**config.mk**
```make
export PLATFORM = sky130hd
export DESIGN_NAME = prio_arbiter_n
export DESIGN_NICKNAME = d
export VERILOG_FILES = /design/src/rtl/prio_arb_pkg.sv /design/src/rtl/prio_arb_pick.sv /design/src/rtl/prio_arbiter_n.sv
export SDC_FILE = /design/constraint.sdc
export NUM_CORES = 1
export LEC_CHECK = 0
export ABC_AREA = 0
export CORE_ASPECT_RATIO = 1.4
export CORE_UTILIZATION = 50
export CTS_BUF_LIST = sky130_fd_sc_hd__clkbuf_4
export CTS_CLUSTER_SIZE = 8
export DETAILED_ROUTE_END_ITERATION = 12
export PLACE_DENSITY = 0.79
export SLEW_MARGIN = 20
export SYNTH_ARGS = -nofsm -noshare
export SYNTH_HDL_FRONTEND = slang
export SYNTH_SLANG_ARGS = --single-unit
```
**constraint.sdc**
```tcl
create_clock -name clk -period 5.4 [get_ports clk]
set_clock_uncertainty 0.05 [all_clocks]
set_input_delay 1.08 -clock clk [delete_from_list [all_inputs] [get_ports clk]]
set_output_delay 1.08 -clock clk [all_outputs]
set_load 0.1 [all_outputs]
```
**src/rtl/prio_arb_pkg.sv**
```systemverilog
// Shared definitions for the N-way priority arbiter: FSM state encoding,
// default sizing constants and a one-hot helper.
package prio_arb_pkg;

  localparam int DEF_N  = 4;
  localparam int DEF_PW = 2;
  localparam int MAX_N  = 16;
  localparam int MAX_IW = $clog2(MAX_N);

  typedef logic [0:0] state_t;
  localparam state_t IDLE = 1'b0;
  localparam state_t BUSY = 1'b1;

  // One-hot vector with bit idx set, sized for the largest supported N.
  function automatic logic [MAX_N-1:0] onehot(input logic [MAX_IW-1:0] idx);
    logic [MAX_N-1:0] v;
    v      = '0;
    v[idx] = 1'b1;
    return v;
  endfunction

endpackage

```
**src/rtl/prio_arb_pick.sv**
```systemverilog
// Combinational winner selection: highest priority among requesters, ties
// resolved by scanning upward from rr_ptr with wrap-around.
module prio_arb_pick
  import prio_arb_pkg::*;
#(
  parameter  int N   = DEF_N,
  parameter  int PW  = DEF_PW,
  localparam int IDW = $clog2(N)
) (
  input  logic [N-1:0]    req,
  input  logic [N*PW-1:0] prio,
  input  logic [IDW-1:0]  rr_ptr,
  output logic            any,
  output logic [IDW-1:0]  win_id
);

  localparam int SW = IDW + 1;

  logic [PW-1:0]  p [N];
  logic [PW-1:0]  best;
  logic [SW-1:0]  sum;
  logic [IDW-1:0] idx;
  logic           found;

  for (genvar i = 0; i < N; i++) begin : g_unpack
    assign p[i] = prio[i*PW +: PW];
  end

  // Find the top priority, then the first requester holding it from rr_ptr on.
  always_comb begin
    // NOTE: every variable gets a value before any conditional update so no latch is inferred.
    any    = |req;
    best   = '0;
    found  = 1'b0;
    win_id = '0;
    sum    = '0;
    idx    = '0;
    for (int i = 0; i < N; i++) begin
      if (req[i] && (p[i] > best)) best = p[i];
    end
    for (int k = 0; k < N; k++) begin
      sum = {1'b0, rr_ptr} + SW'(k);
      idx = (sum >= SW'(N)) ? IDW'(sum - SW'(N)) : IDW'(sum);
      if (!found && req[idx] && (p[idx] == best)) begin
        win_id = idx;
        found  = 1'b1;
      end
    end
  end

endmodule

```
**src/rtl/prio_arbiter_n.sv**
```systemverilog
// N-requester priority arbiter with round-robin tie breaking and a grant
// held until the owner drops its request. Optional preemption by a strictly
// higher-priority requester is enabled with `define PRIO_ARB_PREEMPT_EN.
module prio_arbiter_n
  import prio_arb_pkg::*;
#(
  parameter  int N   = DEF_N,
  parameter  int PW  = DEF_PW,
  localparam int IDW = $clog2(N)
) (
  input  logic            clk,
  input  logic            rst,
  input  logic [N-1:0]    req,
  input  logic [N*PW-1:0] prio,
  output logic [N-1:0]    gnt,
  output logic            gnt_valid,
  output logic [IDW-1:0]  gnt_id
);

  state_t         state;
  logic [IDW-1:0] rr_ptr;
  logic [IDW-1:0] next_ptr;
  logic [IDW-1:0] pick_ptr;
  logic [IDW-1:0] win_id;
  logic [N-1:0]   win_oh;
  logic           any;
  logic           own_drop;
  logic           preempt;

  // The owner letting go advances the pointer, and the replacement winner is
  // chosen against that advanced pointer in the same cycle.
  assign own_drop = (state == BUSY) && !req[gnt_id];
  assign next_ptr = (gnt_id == IDW'(N-1)) ? '0 : gnt_id + IDW'(1);
  assign pick_ptr = own_drop ? next_ptr : rr_ptr;
  assign win_oh   = N'(onehot(MAX_IW'(win_id)));

  prio_arb_pick #(.N(N), .PW(PW)) u_pick (
    .req    (req),
    .prio   (prio),
    .rr_ptr (pick_ptr),
    .any    (any),
    .win_id (win_id)
  );

`ifdef PRIO_ARB_PREEMPT_EN
  logic [PW-1:0] p [N];

  for (genvar i = 0; i < N; i++) begin : g_unpack
    assign p[i] = prio[i*PW +: PW];
  end

  // A held grant moves only to a strictly higher priority winner.
  assign preempt = (state == BUSY) && !own_drop && any && (p[win_id] > p[gnt_id]);
`else
  assign preempt = 1'b0;
`endif

  // FSM, grant registers and round-robin pointer.
  always_ff @(posedge clk) begin
    // NOTE: sequential state uses non-blocking assignments so all registers update from pre-edge values.
    if (rst) begin
      state     <= IDLE;
      gnt       <= '0;
      gnt_valid <= 1'b0;
      gnt_id    <= '0;
      rr_ptr    <= '0;
    end else begin
      if (own_drop) rr_ptr <= next_ptr;
      if ((state == IDLE) || own_drop || preempt) begin
        if (any) begin
          state     <= BUSY;
          gnt       <= win_oh;
          gnt_valid <= 1'b1;
          gnt_id    <= win_id;
        end else begin
          state     <= IDLE;
          gnt       <= '0;
          gnt_valid <= 1'b0;
          gnt_id    <= '0;
        end
      end
    end
  end

endmodule

```
# After elaboration in Yosys (flattened, before gate mapping)
# Cells that the tools add are included.
[op_classes]
eq_ne = 5
order_cmp = 19
bitwise_logic = 5
addsub = 8
n_reduce_logical = 19
mux = 44
[ops]
columns = ["operator", "count"]
rows = [
  ["$mux W2", 23],
  ["$ge A3 B3 Y1 const B", 7],
  ["$bmux W2 S2", 4],
  ["$lt A2 B3 Y1 const B", 5],
  ["$logic_and A1 B1 Y1", 13],
  ["$not A2 Y3", 4],
  ["$bmux W1 S2", 5],
  ["$mux W1", 10],
  ["$eq A2 B2 Y1", 4],
  ["$sub A2 B1 Y2 const B", 4],
  ["$add A2 B2 Y3 const B", 2],
  ["$gt A2 B2 Y1", 3],
  ["$lt A2 B5 Y1 const B", 1],
  ["$logic_not A1 Y1", 4],
  ["$mux W4", 1],
  ["$reduce_or A4 Y1", 1],
  ["$add A2 B1 Y3 const B", 1],
  ["$ge A2 B3 Y1 const B", 1],
  ["$add A2 B1 Y2 const B", 1],
  ["$demux W1 S2", 1],
  ["$eq A2 B2 Y1 const B", 1],
  ["$ge A2 B1 Y1 const B", 1],
  ["$gt A2 B1 Y1 const B", 1],
  ["$logic_or A1 B1 Y1", 1],
  ["$not A1 Y1", 1],
]
[totals]
input_bits = 14
ff_bits = 9
word_cells = 104

# Longest topological paths before layout
[logic_depth]
ltp_word = 32
ltp_mapped = 23
mapped_depth_nobuf = 22

# Hierarchy
# A second synthesis with hierarchy kept.
[unflattened]
hier_cells = 159
hier_area_um2 = 1326.3
[modules_own_cells]
columns = ["mod", "area_each_um2", "instances", "seq_area_each_um2", "cells_per_inst"]
rows = [
  ["prio_arb_pick", 799.5, 1, 0.0, 108],
  ["prio_arbiter_n", 526.8, 1, 180.2, 51],
]

# Worst setup path before layout
# OpenSTA, ideal clock, no wires.
[synth_path]
path_kind = "in2reg"
from = "in prio[1]"
to = "reg gnt[1]"
setup_time_ps = 65
t_required_ps = 5285
arrival_ps = 5472
path_buffers = 1
cell_stages = 22
setup_slack_ps = -186
cell_sequence = "nand2_1 > ha_1 > nor2b_1 > o211ai_1 > mux2_2 > ha_1 > a21boi_1 > o21ai_1 > nand2_1 > nand2_1 > ha_1 > nor2b_1 > o211ai_1 > mux2i_1 > a31o_2 > buf_2 > xor2_1 > a2111oi_4 > a311o_1 > o221ai_1 > a211oi_2 > a32o_1"
[synth_between]
elab_chain_cells = 32
[synth_lines]
columns = ["element", "line_no", "source"]
rows = [
  ["from (decl)", "prio_arbiter_n.sv:14", "input logic [N*PW-1:0] prio,"],
  ["$gt A2 B1 Y1", "prio_arb_pick.sv:39", "if (req[i] && (p[i] > best)) best = p[i];"],
  ["$logic_and A1 B1 Y1", "prio_arb_pick.sv:39", ""],
  ["$mux W2", "prio_arb_pick.sv:39", ""],
  ["$gt A2 B2 Y1", "prio_arb_pick.sv:39", ""],
  ["$logic_and A1 B1 Y1", "prio_arb_pick.sv:39", ""],
  ["$mux W2", "prio_arb_pick.sv:39", ""],
  ["$gt A2 B2 Y1", "prio_arb_pick.sv:39", ""],
  ["$logic_and A1 B1 Y1", "prio_arb_pick.sv:39", ""],
  ["(+15 left out)", "-", ""],
  ["$logic_not A1 Y1", "prio_arb_pick.sv:44", "if (!found && req[idx] && (p[idx] == best)) begin"],
  ["$logic_and A1 B1 Y1 (2 in series)", "prio_arb_pick.sv:44", ""],
  ["$mux W2 *", "prio_arb_pick.sv:44", ""],
  ["$lt A2 B5 Y1 (implied by the code) / $ge A2 B1 Y1 (equally long branches)", "prio_arb_pkg.sv:18", "v[idx] = 1'b1;"],
  ["$logic_and A1 B1 Y1 (implied by the code)", "prio_arb_pkg.sv:18", ""],
  ["$mux W1 (implied by the code)", "prio_arb_pkg.sv:18", ""],
  ["$demux W1 S2 *", "prio_arb_pkg.sv:18", ""],
  ["$mux W4 *", "prio_arbiter_n.sv:70", "if (any) begin"],
  ["to (signal assigned)", "prio_arbiter_n.sv:72", "gnt <= win_oh;"],
  ["to (decl)", "prio_arbiter_n.sv:15", "output logic [N-1:0] gnt,"],
]
# Every way passes the cells marked *; elsewhere a longest branch is shown, timed or not. The select of a mux whose other input is x is not followed.
# A chain may end at the register's enable or synchronous reset.

# Worst setup path in the final report
[layout_path]
from = "in prio[3]"
to = "reg gnt_id[0]"
[layout_between]
elab_chain_cells = 25
[layout_lines]
columns = ["element", "line_no", "source"]
rows = [
  ["$gt A2 B2 Y1", "prio_arb_pick.sv:39", ""],
  ["$logic_and A1 B1 Y1", "prio_arb_pick.sv:39", ""],
  ["$mux W2", "prio_arb_pick.sv:39", ""],
  ["$gt A2 B2 Y1", "prio_arb_pick.sv:39", ""],
  ["$logic_and A1 B1 Y1", "prio_arb_pick.sv:39", ""],
  ["$mux W2", "prio_arb_pick.sv:39", ""],
  ["$gt A2 B2 Y1", "prio_arb_pick.sv:39", ""],
  ["$logic_and A1 B1 Y1", "prio_arb_pick.sv:39", ""],
  ["(+7 left out)", "-", ""],
  ["$mux W1", "prio_arb_pick.sv:44", ""],
  ["$logic_not A1 Y1", "prio_arb_pick.sv:44", ""],
  ["$logic_and A1 B1 Y1 (2 in series)", "prio_arb_pick.sv:44", ""],
  ["$mux W1", "prio_arb_pick.sv:44", ""],
  ["$logic_not A1 Y1", "prio_arb_pick.sv:44", ""],
  ["$logic_and A1 B1 Y1 (2 in series)", "prio_arb_pick.sv:44", ""],
  ["$mux W2 *", "prio_arb_pick.sv:44", ""],
  ["$mux W2 *", "prio_arbiter_n.sv:70", ""],
  ["to (signal assigned)", "prio_arbiter_n.sv:74", "gnt_id <= win_id;"],
  ["to (decl)", "prio_arbiter_n.sv:17", "output logic [IDW-1:0] gnt_id"],
]
# Marks and branches as above.

==> reports/metrics.yaml <==
outcome: "finished with violations"
failing_checks: "setup timing"
timing.max_cap.violations: 0
clock_power_share_pct: 5.7
final_total_power_uw: 990.0
first_global_vias: 1426
area_of_the_core_region_mm2: 0.002391
timing.setup.critical_path_class: "in -> reg"
synthXorXnorAreaFrac_pct: 5.583
worst_r2r_path_depth: 11
min-delay-start: "gnt[2]"
synth_flop_cell: "sky130_fd_sc_hd__dfxtp_1"
die_width_um: 44.34
worst_setup_path_start_kind: "input port"
worst_setup_path_end_kind: "register"
synth_area_in_compound_gates_pct: 30.61
syn_nets: 174
power.static_leakage_nw: 0.8486
cts_tree: "built"
r2r_end: "gnt_id[0]"
cp_common_cell: "sky130_fd_sc_hd__buf_4"
antenna_cells_inserted: 0
most_frequent_cells_after_synthesis: "sky130_fd_sc_hd__nand2_1 (22), sky130_fd_sc_hd__mux2i_1 (12), sky130_fd_sc_hd__inv_1 (10), sky130_fd_sc_hd__o211ai_1 (10), sky130_fd_sc_hd__dfxtp_1 (9)"
cts_sink_cnt: 9
crit_path_max_fanout: 3
critical-path-max-stage-delay_ns: 0.33
timing.critical_path.max_delay_family: "compound AO/OA/AOI/OAI gates"
clkLatencyLatePin_ns: 0.26
detail_route_met2_wl_um: 2456
fmaxAchievable_mhz: 175.2
floorplan.initialDensity_pct: 52.49
r2r-start: "gnt_id[1]"
worst_slew_pin_slew_ns: 0.9713
detailedRoute.firstIterationViolations: 51
netSwitchingFraction_pct: 54.39
sequential_area_um2: 180.2
ys_warn_count: 0
finalWirelength_um: 4642
setup_viol_count_final: 6
holdPathEnd: "gnt[2]"
p_seq_share_pct: 11.4
placementRows: 21
period_needed_ns: 5.709
grtUsageTotal_pct: 31.98
cts_made_buffers: 3
synth_top_family_by_area: "compound AO/OA/AOI/OAI gates"
rel_slew_slack_pct: 35.04
rrSetupSlack_ns: 1.65
synth.ff_latch_count: 9
postPlaceCellArea_mm2: 0.001680
synth.yosys.seq_area_share_pct: 14.36
grt_pass1_wl_um: 6361
multiInputGateArea_mm2: 0.001251
met3_wirelength_um: 182
top_signal_layer_used: "met4"
irDropWorstVdd_mv: 0.4881
die_height_um: 61.28
report.final.slew_viol_count: 0
power.share.combinational_pct: 83.0
synthDominantAreaCellType: "sky130_fd_sc_hd__dfxtp_1"
p_per_area_mw_per_mm2: 484.2
placement.io_buffers: 20
post-route-period-util_pct: 105.7
net_load_switching_power_uw: 538.5
utilization_pct: 85.51
postRouteAntennaNets: 0
drt_pre_antenna_iters: 5
wl_met1_um: 1683
dpl.hpwl_um: 2782
number_of_design_rule_violations_left_after_detail_routing: 0
fp.dieArea_mm2: 0.002717
yosysUniqueCellTypes: 52
setup_repair_after_global_routing_missed_its_margin: "yes"
p_int_uw: 451.5
hold_class: "reg -> reg"
final_nets: 232
synth_most_common_cell: "sky130_fd_sc_hd__nand2_1"
clk_path_buf_depth: 2
cts_root_buf: "sky130_fd_sc_hd__clkbuf_4"
cts-htree-levels: 1
synthSimpleGateAreaFrac_pct: 21.04
grt.overflow.total: 0
worst_ep_required_time_ns: 5.55
vias: 1553
routedWlPerCell_um: 19.02
n_fill_cell: 124
finalHoldViolCount: 0
finalWorstSetupSlack_ns: -0.3087
design_area_mm2: 0.002044
layout-area-overhead-vs-synth_pct: 62.91
share_of_cells_above_drive_strength_1_pct: 47.62
hold_buf_cts: 0
gpl.final_weighted_congestion: 0.8703
synth_async_sr_flop_share_pct: 0
antenna_found_initial: 0
worstPathArrival_ns: 5.86
synth_top_area_share_pct: 14.36
synth_enable_flop_cells: 0
yosys-mux-area-fraction_pct: 15.15
syn_area_per_cell_um2: 8.202
top_level_i_o_count: 21
synth-adder-area-share_pct: 6.979
grt_start_max_net_pins: 15
avgViaCountPerCell: 6.365
synth.cell_area_mm2: 0.001255
timing.hold.worst_path_depth: 2
synth.top_cells.by_area: "sky130_fd_sc_hd__dfxtp_1 (14%), sky130_fd_sc_hd__mux2i_1 (9.6%), sky130_fd_sc_hd__ha_1 (7.0%)"
synthesis.instances: 153
path_buf_inv: 6
clk_pin_slew_worst_paths_ns: 0.06
slowest_stage: "sky130_fd_sc_hd__mux2_4"
[flip-flops by register name (all words and copies together), names as in the netlist]
| name | count |
|---|---|
| state | 1 |
| gnt | 4 |
| rr_ptr | 2 |
| gnt_id | 2 |
[area by class of cell]
cell class | instances | area share [%]
Tap cell | 34 | 2.081
Timing Repair Buffer | 59 | 24.60
Sequential cell | 9 | 8.813
Multi-Input combinational cell | 128 | 61.20
Clock buffer | 4 | 1.469
Inverter | 10 | 1.836
[power by group through the flow]
stage                     Sequential, mW  Combinational (mW)  Clock (mW)
after floorplan                    0.244               0.376           0
after global placement             0.111               0.648           0
after detailed placement           0.113               0.664           0
after CTS                          0.112               0.711      0.0585
after global routing               0.115               0.860      0.0631
final                              0.112               0.821      0.0563
[cells in the final DEF, fill, tap and decap left out, types with 3 or more instances in the layout]
master / n
sky130_fd_sc_hd__inv_1: 9
sky130_fd_sc_hd__mux2i_1: 9
sky130_fd_sc_hd__o21ai_2: 3
sky130_fd_sc_hd__nand3_2: 3
sky130_fd_sc_hd__ha_4: 4
sky130_fd_sc_hd__clkbuf_4: 4
sky130_fd_sc_hd__nand2_1: 18
sky130_fd_sc_hd__ha_1: 3
sky130_fd_sc_hd__nor2_1: 6
sky130_fd_sc_hd__nor2b_4: 3
sky130_fd_sc_hd__nand2_2: 3
sky130_fd_sc_hd__o211ai_1: 10
sky130_fd_sc_hd__mux2i_2: 4
sky130_fd_sc_hd__clkdlybuf4s50_1: 15
sky130_fd_sc_hd__xnor2_1: 3
sky130_fd_sc_hd__dfxtp_1: 9
sky130_fd_sc_hd__a21oi_1: 3
sky130_fd_sc_hd__buf_4: 38
[worst max-delay path by stage]
stage,endpoint,from,slack [ns],cells after the start
final,gnt_id[0],prio[3],-0.31,25
after global routing,gnt_id[0],prio[3],-0.37,25
after CTS,gnt[0],req[0],0.001,23
after detailed placement,gnt[3],req[0],-1.07,23
after global placement,gnt[3],req[0],-0.86,23
after floorplan,gnt[1],prio[1],-0.0007,23
[routing by layer]
layer  global-route usage, %  vias up
met5                       0        -
met2                   60.50       73
li1                        -      695
met3                   3.519       36
met1                   33.27      749
met4                   19.05        0
[worst reg2reg max path, stage by stage (launching register included)]
cell,delay (ns)
sky130_fd_sc_hd__dfxtp_1,0.47
sky130_fd_sc_hd__mux2i_2,0.39
sky130_fd_sc_hd__a22oi_2,0.18
sky130_fd_sc_hd__o21ai_2,0.54
sky130_fd_sc_hd__mux4_2,0.59
sky130_fd_sc_hd__a32o_2,0.25
sky130_fd_sc_hd__nor4_4,0.34
sky130_fd_sc_hd__nand3_2,0.16
sky130_fd_sc_hd__a221oi_4,0.36
sky130_fd_sc_hd__buf_4,0.17
sky130_fd_sc_hd__nand2_2,0.05
sky130_fd_sc_hd__a21oi_2,0.14
[kinds of logic after synthesis]
logic type                 count (synthesis)
and+or+nand+nor                           52
buffers and inverters                     16
muxes                                     17
DFF                                        9
xor gates and xnor gates                   8
adders and majority gates                  7
AOI/OAI and AO/OA                         44
[through the flow]
| step | std cells | hold slack (ns) | setup TNS, ns | setup WS, ns |
|---|---|---|---|---|
| global route | 244 | 0.4397 | -2.043 | -0.3674 |
| CTS | 242 | 0.4256 | 0 | 0.0009952 |
| floorplan | 153 | 0.6727 | -0.0006581 | -0.0006581 |
| finish | 244 | 0.4202 | -1.597 | -0.3087 |
| detailed placement | 221 | 0.4046 | -6.166 | -1.073 |
| global placement | 221 | 0.4014 | -5.012 | -0.8566 |
[timing repair]
item | 4_1_cts | 5_1_grt
gates resized for setup | 41 | 27
cloned | 0 | 0
setup endpoints to repair | 6 | 6
buffers inserted | 17 | 2
pin swaps | 17 | 22
Power figures use the tool's default switching activity.
